File: config.mk
export PLATFORM = sky130hd
export DESIGN_NAME = snake_game_ctrl_flat
export DESIGN_NICKNAME = d
export VERILOG_FILES = /design/src/rtl/snake_game_ctrl_if.sv /design/src/rtl/snake_game_ctrl.sv /design/src/flat_wrapper.sv
export SDC_FILE = /design/constraint.sdc
export NUM_CORES = 1
export LEC_CHECK = 0
export BUFFER_PORTS_ARGS = -buffer_cell sky130_fd_sc_hd__buf_4
export CAP_MARGIN = 20
export CELL_PAD_IN_SITES_DETAIL_PLACEMENT = 0
export CELL_PAD_IN_SITES_GLOBAL_PLACEMENT = 1
export CORE_UTILIZATION = 50
export DETAILED_ROUTE_END_ITERATION = 6
export PLACE_DENSITY_LB_ADDON = 0.1
export REMOVE_ABC_BUFFERS = 1
export SKIP_LAST_GASP = 1
export SLEW_MARGIN = 40
export SYNTH_ARGS = -nofsm -noshare
export SYNTH_HDL_FRONTEND = slang
export SYNTH_SLANG_ARGS = --single-unit
export TNS_END_PERCENT = 20
File: constraint.sdc
create_clock -name Clock -period 6.6 [get_ports Clock]
set_input_delay 0.66 -clock Clock [delete_from_list [all_inputs] [get_ports Clock]]
set_output_delay 0.66 -clock Clock [all_outputs]
set_load 0.05 [all_outputs]
File: src/rtl/snake_game_ctrl_if.sv
// Handshake bundle between the snake game sequencer and the game datapath.
// The master side is the surrounding game logic, the slave side is the sequencer.
interface snake_game_ctrl_if;
  logic       start;
  logic       hit_score;
  logic       collision;
  logic       winGame;
  logic       food_ready;
  logic       move_tick;
  logic       game_reset;
  logic       playing;
  logic       game_won;
  logic       game_over;
  logic       food_tmo;
  logic [2:0] level;

  modport master (
    output start, hit_score, collision, winGame, food_ready,
    input  move_tick, game_reset, playing, game_won, game_over, food_tmo, level
  );

  modport slave (
    input  start, hit_score, collision, winGame, food_ready,
    output move_tick, game_reset, playing, game_won, game_over, food_tmo, level
  );
endinterface

File: src/rtl/snake_game_ctrl.sv
// Snake game sequencer: game state machine, move_tick generation, speed-up
// with score, freeze while food is being placed, and datapath reset.
module snake_game_ctrl #(
  parameter int CNT_W       = 26,
  parameter int BASE_PERIOD = 25_000_000,
  parameter int MIN_PERIOD  = 6_250_000,
  parameter int PERIOD_DEC  = 2_500_000,
  parameter int SPEED_STEP  = 4,
  parameter int FOOD_TMO    = 255
) (
  input logic              Clock,
  input logic              reset,
  snake_game_ctrl_if.slave bus
);

  localparam logic [2:0] S_IDLE = 3'd0;
  localparam logic [2:0] S_PLAY = 3'd1;
  localparam logic [2:0] S_WAIT = 3'd2;
  localparam logic [2:0] S_WON  = 3'd3;
  localparam logic [2:0] S_LOST = 3'd4;

  localparam int WAIT_W = (FOOD_TMO < 2) ? 1 : $clog2(FOOD_TMO + 1);
  localparam int SC_W   = (SPEED_STEP < 2) ? 1 : $clog2(SPEED_STEP + 1);

  localparam logic [CNT_W-1:0]  BASE_P    = CNT_W'(BASE_PERIOD);
  localparam logic [CNT_W-1:0]  MIN_P     = CNT_W'(MIN_PERIOD);
  localparam logic [CNT_W-1:0]  DEC_P     = CNT_W'(PERIOD_DEC);
  localparam logic [CNT_W-1:0]  FLOOR_P   = CNT_W'(MIN_PERIOD + PERIOD_DEC);
  localparam logic [CNT_W-1:0]  ONE_C     = CNT_W'(1);
  localparam logic [WAIT_W-1:0] TMO_C     = WAIT_W'(FOOD_TMO);
  localparam logic [SC_W-1:0]   STEP_LAST = SC_W'(SPEED_STEP - 1);

  logic [2:0]        state_q, state_d;
  logic              start_q;
  logic [CNT_W-1:0]  tick_cnt_q, tick_cnt_d;
  logic [CNT_W-1:0]  period_q, period_d;
  logic [2:0]        level_q, level_d;
  logic [SC_W-1:0]   score_cnt_q, score_cnt_d;
  logic [WAIT_W-1:0] wait_cnt_q, wait_cnt_d;
  logic              food_tmo_q, food_tmo_d;
  logic              move_tick_q, move_tick_d;
  logic              game_reset_q, game_reset_d;
  logic              playing_q, playing_d;
  logic              game_won_q, game_won_d;
  logic              game_over_q, game_over_d;
  logic              start_edge;

  assign start_edge = bus.start & ~start_q;

  // Next-state and counter logic; a score in PLAY outranks a tick terminal count.
  always_comb begin
    state_d     = state_q;
    tick_cnt_d  = tick_cnt_q;
    period_d    = period_q;
    level_d     = level_q;
    score_cnt_d = score_cnt_q;
    wait_cnt_d  = wait_cnt_q;
    food_tmo_d  = food_tmo_q;
    move_tick_d = 1'b0;
    case (state_q)
      S_IDLE: begin
        if (start_edge) begin
          state_d     = S_PLAY;
          tick_cnt_d  = '0;
          level_d     = 3'd0;
          score_cnt_d = '0;
          food_tmo_d  = 1'b0;
          period_d    = BASE_P;
        end
      end
      S_PLAY: begin
        if (bus.winGame) begin
          state_d = S_WON;
        end else if (bus.collision) begin
          state_d = S_LOST;
        end else if (bus.hit_score) begin
          state_d    = S_WAIT;
          wait_cnt_d = '0;
          if (score_cnt_q == STEP_LAST) begin
            score_cnt_d = '0;
            if (level_q != 3'd7) level_d = level_q + 3'd1;
            period_d   = (period_q >= FLOOR_P) ? (period_q - DEC_P) : MIN_P;
            tick_cnt_d = '0;
          end else begin
            score_cnt_d = score_cnt_q + SC_W'(1);
          end
        end else if (tick_cnt_q == (period_q - ONE_C)) begin
          tick_cnt_d  = '0;
          move_tick_d = 1'b1;
        end else begin
          tick_cnt_d = tick_cnt_q + ONE_C;
        end
      end
      S_WAIT: begin
        if (bus.winGame) begin
          state_d = S_WON;
        end else if (bus.collision) begin
          state_d = S_LOST;
        end else if (bus.food_ready) begin
          state_d = S_PLAY;
        end else if (wait_cnt_q == TMO_C) begin
          state_d    = S_PLAY;
          food_tmo_d = 1'b1;
        end else begin
          wait_cnt_d = wait_cnt_q + WAIT_W'(1);
        end
      end
      S_WON, S_LOST: begin
        if (start_edge) state_d = S_IDLE;
      end
      default: state_d = S_IDLE;
    endcase
  end

  // Status outputs are registered versions of the upcoming state.
  always_comb begin
    game_reset_d = (state_d == S_IDLE);
    playing_d    = (state_d == S_PLAY) || (state_d == S_WAIT);
    game_won_d   = (state_d == S_WON);
    game_over_d  = (state_d == S_LOST);
  end

  // State and output registers; start_q resets high so a held key cannot start a game.
  always_ff @(posedge Clock) begin
    if (reset) begin
      state_q      <= S_IDLE;
      start_q      <= 1'b1;
      tick_cnt_q   <= '0;
      period_q     <= BASE_P;
      level_q      <= 3'd0;
      score_cnt_q  <= '0;
      wait_cnt_q   <= '0;
      food_tmo_q   <= 1'b0;
      move_tick_q  <= 1'b0;
      game_reset_q <= 1'b1;
      playing_q    <= 1'b0;
      game_won_q   <= 1'b0;
      game_over_q  <= 1'b0;
    end else begin
      state_q      <= state_d;
      start_q      <= bus.start;
      tick_cnt_q   <= tick_cnt_d;
      period_q     <= period_d;
      level_q      <= level_d;
      score_cnt_q  <= score_cnt_d;
      wait_cnt_q   <= wait_cnt_d;
      food_tmo_q   <= food_tmo_d;
      move_tick_q  <= move_tick_d;
      game_reset_q <= game_reset_d;
      playing_q    <= playing_d;
      game_won_q   <= game_won_d;
      game_over_q  <= game_over_d;
    end
  end

  assign bus.move_tick  = move_tick_q;
  assign bus.game_reset = game_reset_q;
  assign bus.playing    = playing_q;
  assign bus.game_won   = game_won_q;
  assign bus.game_over  = game_over_q;
  assign bus.food_tmo   = food_tmo_q;
  assign bus.level      = level_q;

endmodule
File: src/flat_wrapper.sv
// flat-port wrapper written by rule: the top's interface ports become plain ports
module snake_game_ctrl_flat 
#(
  parameter int CNT_W       = 26,
  parameter int BASE_PERIOD = 25_000_000,
  parameter int MIN_PERIOD  = 6_250_000,
  parameter int PERIOD_DEC  = 2_500_000,
  parameter int SPEED_STEP  = 4,
  parameter int FOOD_TMO    = 255
)
  (Clock, reset, bus_start, bus_hit_score, bus_collision, bus_winGame, bus_food_ready, bus_move_tick, bus_game_reset, bus_playing, bus_game_won, bus_game_over, bus_food_tmo, bus_level);
  snake_game_ctrl_if bus_i ();
  input logic Clock;
  input logic reset;
  input wire logic [$bits(bus_i.start)-1:0] bus_start;
  input wire logic [$bits(bus_i.hit_score)-1:0] bus_hit_score;
  input wire logic [$bits(bus_i.collision)-1:0] bus_collision;
  input wire logic [$bits(bus_i.winGame)-1:0] bus_winGame;
  input wire logic [$bits(bus_i.food_ready)-1:0] bus_food_ready;
  output wire logic [$bits(bus_i.move_tick)-1:0] bus_move_tick;
  output wire logic [$bits(bus_i.game_reset)-1:0] bus_game_reset;
  output wire logic [$bits(bus_i.playing)-1:0] bus_playing;
  output wire logic [$bits(bus_i.game_won)-1:0] bus_game_won;
  output wire logic [$bits(bus_i.game_over)-1:0] bus_game_over;
  output wire logic [$bits(bus_i.food_tmo)-1:0] bus_food_tmo;
  output wire logic [$bits(bus_i.level)-1:0] bus_level;
  assign bus_i.start = bus_start;
  assign bus_i.hit_score = bus_hit_score;
  assign bus_i.collision = bus_collision;
  assign bus_i.winGame = bus_winGame;
  assign bus_i.food_ready = bus_food_ready;
  assign bus_move_tick = bus_i.move_tick;
  assign bus_game_reset = bus_i.game_reset;
  assign bus_playing = bus_i.playing;
  assign bus_game_won = bus_i.game_won;
  assign bus_game_over = bus_i.game_over;
  assign bus_food_tmo = bus_i.food_tmo;
  assign bus_level = bus_i.level;
  snake_game_ctrl #(.CNT_W(CNT_W), .BASE_PERIOD(BASE_PERIOD), .MIN_PERIOD(MIN_PERIOD), .PERIOD_DEC(PERIOD_DEC), .SPEED_STEP(SPEED_STEP), .FOOD_TMO(FOOD_TMO)) u_core (.Clock(Clock), .reset(reset), .bus(bus_i));
endmodule
# Word level (Yosys, flattened, before mapping)
# Cells that the tools add are included.
[word_totals]
reg_bits = 76
output_inout_bits = 9
elab_cells = 112
[op_classes]
add_sub_neg = 6
magnitude_cmp = 1
eq_ne = 24
mux = 51
bitwise = 3
reduce_logical = 14
[ops]
columns = ["cell", "n"]
rows = [
  ["two-way mux 26 bit", 12],
  ["one-hot mux 26 bit (2 select lines)", 2],
  ["two-way mux 3 bit", 19],
  ["two-way mux 8 bit", 7],
  ["adder 26 x 1 -> 26 bit (second input constant)", 1],
  ["equality test 26 bit", 1],
  ["greater-or-equal comparator 26 x 24 -> 1 bit (second input constant)", 1],
  ["subtractor 26 x 1 -> 26 bit (second input constant)", 1],
  ["subtractor 26 x 22 -> 26 bit (second input constant)", 1],
  ["one-hot mux 8 bit (2 select lines)", 1],
  ["equality test 3 x 2 -> 1 bit (second input constant)", 5],
  ["!= test 2 bit (second input constant)", 7],
  ["one-hot mux 3 bit (2 select lines)", 2],
  ["one-hot mux 3 bit (4 select lines)", 1],
  ["AND reduction 6 bit", 2],
  ["AND reduction 5 bit", 2],
  ["adder 8 x 1 -> 8 bit (second input constant)", 1],
  ["equality test 8 bit (second input constant)", 1],
  ["!= test 2 x 1 -> 1 bit (second input constant)", 4],
  ["AND reduction 8 bit", 1],
  ["AND reduction 7 bit", 1],
  ["adder 3 x 1 -> 3 bit (second input constant)", 2],
  ["equality test 3 x 1 -> 1 bit (second input constant)", 2],
  ["equality test 3 bit (second input constant)", 2],
  ["other kinds (11)", 20],
]

# Logic depth before layout (Yosys ltp)
[depth]
word_depth = 8
mapped_depth = 12
mapped_depth_nobuf = 10

# Least setup slack after synthesis
# OpenSTA, ideal clock, no wires.
[synth_path]
kind = "register to register"
from = "reg u_core.period_q[6]"
to = "reg u_core.tick_cnt_q[10]"
t_arrival_ns = 2.870
t_required_ns = 6.483
path_slack_ns = 3.613
path_stages_with_launch = 13
n_path_buf = 2
synth_period_minus_slack_ns = 2.987
path_cell_list = "dfxtp_1 -> clkbuf_1 -> inv_1 -> ha_1 -> a21boi_1 -> nand2_1 -> or4_1 -> a22oi_2 -> nand4_1 -> o31ai_4 -> nor2_2 -> buf_2 -> a22o_1"
[synth_via]
elab_chain_cells = 7
[synth_lines]
columns = ["item", "line_no", "rtl"]
rows = [
  ["from (decl)", "snake_game_ctrl.sv:36", "logic [CNT_W-1:0] period_q, period_d;"],
  ["from (signal assigned)", "snake_game_ctrl.sv:143", "period_q <= period_d;"],
  ["subtractor 26 x 1 -> 26 bit", "snake_game_ctrl.sv:87", "end else if (tick_cnt_q == (period_q - ONE_C)) begin"],
  ["equality test 26 bit", "snake_game_ctrl.sv:87", ""],
  ["two-way mux 26 bit", "snake_game_ctrl.sv:87", ""],
  ["two-way mux 26 bit", "snake_game_ctrl.sv:76", "end else if (bus.hit_score) begin"],
  ["two-way mux 26 bit", "snake_game_ctrl.sv:74", "end else if (bus.collision) begin"],
  ["two-way mux 26 bit", "snake_game_ctrl.sv:72", "if (bus.winGame) begin"],
  ["one-hot mux 26 bit (2 select lines)", "snake_game_ctrl.sv:60", "case (state_q)"],
  ["to (signal assigned)", "snake_game_ctrl.sv:142", "tick_cnt_q <= tick_cnt_d;"],
  ["to (decl)", "snake_game_ctrl.sv:35", "logic [CNT_W-1:0] tick_cnt_q, tick_cnt_d;"],
]
# No other way between the ends. The select of a mux whose other input is x is not followed.
# A chain may end at the register's enable or synchronous reset.

# Final worst setup path
[layout_path]
from = "reg u_core.period_q[6]"
to = "reg u_core.tick_cnt_q[6]"
# Same word-level chain as after synthesis.

==> flow_summary.yaml <==
grt:
  grt_pass1_wl_um: 19400
  gr-total-overflow: 0
  grt_pass1_vias: 3922
  antenna_found_initial: 0
  track_usage_pct: 25.4
  grt_max_degree: 30
logic_synthesis:
  async_reset_ff_share_pct: 0
  syn-instance-count: 584
  synth_edf_count: 0
  syn_area_per_cell_um2: 7.77
  ys_seq_area_share_pct: 31.8
  ys_ff_latch: 72
  syn_area_um2: 4540
  synth-main-ff-cell: "dfxtp_1"
  synth_warnings: 0
  synth.distinct_cells: 65
worst_setup_path:
  critPathKind: "flip-flop to flip-flop"
  worstRegToRegCells: 11
  rr_startpoint: "u_core.period_q[6]"
  endpoint_kind: "flip-flop"
  critPathRequiredTime_ns: 6.85
  crit_path_start_kind: "flip-flop"
  rr_endpoint: "u_core.tick_cnt_q[6]"
  r2r_slack_ns: 3.05
  path_max_fanout: 16
  worstPathArrival_ns: 3.80
floorplan:
  ios: 16
  start_util_pct: 51.8
  die-area_um2: 9460
  chipHeight_um: 97.3
  core_um2: 8760
  die_x_um: 97.3
  rows: 34
place:
  placed_area_um2: 4640
  port_buffers: 15
  gp_congestion: 0.872
  hpwl_um: 8580
  dp_slack_ns: 2.79
worst_hold_path:
  min_to: "u_core.score_cnt_q[2]"
  hold_start: "u_core.score_cnt_q[2]"
  hold_path_depth: 1
  hold_path_class: "flip-flop to flip-flop"
detailed_routing:
  vias_per_cell: 6.23
  wl_per_cell_um: 17.0
  drtAntennaViolNets: 0
  drc: 0
  first_pass_iters: 5
  first_iter_violations: 314
  route.vias.total: 4297
  wirelength_um: 11700
cts:
  cts_root_buf: "clkbuf_8"
  clkTransAtPathRegs_ns: 0.08
  cts.path.max_buffers: 2
  cts_resized: 0
  cts_sinks: 72
  cts_tree: "done"
  htreeDepth: 3
  holdBufCountCts: 0
  clock_latency_ns: 0.36
  cts_setup_buffers: 0
  cts_buffers: 9
timing:
  relSlewSlack_pct: 46.1
  fin_ws_ns: 3.05
  grt_setup_unrepaired: "no"
  post-route-period-util_pct: 53.8
  max_freq_mhz: 281
  drv_slew: 0
  tightest_slew_ns: 0.801
  setup_violations: 0
  finalHoldViolations: 0
  min_period_ns: 3.55
  clock_skew_ns: 0.0125
  setup_tns_ns: 0
finish:
  areaGrowthSynthToFinish_pct: 6.48
  n_fill_cell: 862
  seqCellArea_um2: 1440
  final_layout_size_suffix_gt1_share_pct: 8.08
  design_area_um2: 4830
  diodes: 0
  multi_input_area_um2: 2890
  fin_nets: 594
flow_run:
  cap_violations: 0
power_and_ir_drop:
  leakagePower_nw: 1.77
  report.power.total_mw: 0.906
  ir_drop_uv: 110
  power_density_nw_per_um2: 188
outcome:
  status: "finished clean"
[critical path, stage by stage, from the launching register on]
cell,delay (ns)
dfxtp_1,0.49
inv_1,0.12
ha_1,0.22
a21boi_1,0.51
nand2_1,0.13
or4_1,0.58
a22oi_2,0.18
nand4_1,0.18
o31ai_4,0.36
buf_4,0.30
nor2_2,0.16
a22o_1,0.23
[through the flow]
| step | std cells | utilization [%] | hold WS (ns) |
|---|---|---|---|
| floorplan | 546 | - | 0.427 |
| global placement | 673 | 52.9 | 0.435 |
| detailed placement | 673 | 53.0 | 0.446 |
| CTS | 689 | 55.1 | 0.458 |
| global route | 690 | 55.1 | 0.471 |
| finish | 690 | 55.1 | 0.460 |
[cell usage after synthesis (3+ instances only)]
master	n	area [µm²]
dfxtp_1	72	1440
nor2_1	65	244
nand2_1	54	203
a21oi_1	31	155
clkbuf_1	29	109
nor3_1	29	145
nand3_1	24	120
xnor2_1	23	201
xor2_1	21	184
o21ai_0	20	100
nand4_1	18	113
o21ai_1	17	85.1
a22o_1	14	123
and3_1	11	68.8
nor4_1	11	68.8
ha_1	10	125
nor2b_1	10	62.6
inv_1	8	30.0
a21o_1	7	52.6
or4_1	7	52.6
a31oi_1	6	37.5
and2_1	6	37.5
o31ai_1	6	45.0
o211a_1	5	50.1
a22oi_1	4	30.0
a32oi_1	4	35.0
buf_2	4	20.0
nor4b_1	4	35.0
o21a_1	4	30.0
a211o_1	3	26.3
buf_6	3	33.8
mux2i_1	3	30.0
nand2b_1	3	18.8
nand3b_1	3	22.5
nor3b_1	3	22.5
o211ai_1	3	22.5
or3_1	3	18.8
[flip-flops by register name, summed over array words and instances, names as in the netlist]
name,count
u_core.bus.game_over,1
u_core.wait_cnt_q,8
u_core.bus.game_reset,1
u_core.bus.game_won,1
u_core.bus.move_tick,1
u_core.bus.food_tmo,1
u_core.bus.playing,1
u_core.period_q,22
u_core.bus.level,3
u_core.state_q,3
u_core.score_cnt_q,3
u_core.start_q,1
u_core.tick_cnt_q,26
[cells in the final DEF, fill, tap and decap left out, types with 4 or more instances in the layout]
cell,instances
o21ai_1,18
nand2_1,54
and3_1,11
nor2_1,65
a21o_1,7
clkbuf_8,10
or4_1,7
a22o_1,14
o31ai_1,6
o211a_1,5
nor3_1,28
o21a_1,4
nor2b_1,10
xnor2_1,23
a22oi_1,4
and2_1,6
o21ai_0,19
nand4_1,18
a32oi_1,4
inv_1,8
buf_4,20
a21oi_1,31
nor4_1,11
ha_1,10
a31oi_1,6
nand3_1,24
xor2_1,21
dfxtp_1,72
nor4b_1,4
[power by group]
part	switching [mW]	internal, mW	leakage (nW)
registers	0.0197	0.444	0.582
clock network	0.183	0.150	0.0826
logic	0.0718	0.0384	1.11
total	0.275	0.632	1.77
[logic make-up after synthesis]
group           count (synthesis)  synth area share (%)
simple gates                  264                  29.9
compound gates                145                  21.9
flops                          72                  31.8
buf+inv                        46                  4.58
xor+xnor                       44                  8.49
fa+ha+maj                      10                  2.76
mux                             3                 0.662
[per-layer routing]
metal | GRT usage [%] | vias up | part of all wire (%)
met1 | 34.5 | 2045 | 47
met3 | 3.67 | 18 | 5.1
li1 | - | 2117 | -
met4 | 8.82 | 0 | 1.7
met5 | 0 | - | 0
met2 | 41.2 | 117 | 46
[final cells by class]
cell class	count	share of cell area, %
Clock inverter	5	0.829
Multi-Input combinational cell	466	59.9
Tap cell	108	2.80
Sequential cell	72	29.8
Inverter	8	0.621
Timing Repair Buffer	20	3.11
Clock buffer	11	2.93
[worst max-delay path by stage]
stage / from / to / cells past startpoint
2_1_floorplan: u_core.period_q[6] / u_core.tick_cnt_q[16] / 10
4_1_cts: u_core.period_q[6] / u_core.tick_cnt_q[6] / 10
6_report: u_core.period_q[6] / u_core.tick_cnt_q[6] / 11
3_3_place_gp: u_core.period_q[6] / u_core.tick_cnt_q[16] / 10
3_5_place_dp: u_core.period_q[6] / u_core.tick_cnt_q[15] / 10
5_1_grt: u_core.period_q[6] / u_core.tick_cnt_q[8] / 11
No activity file was read; power rests on OpenSTA's default activity.
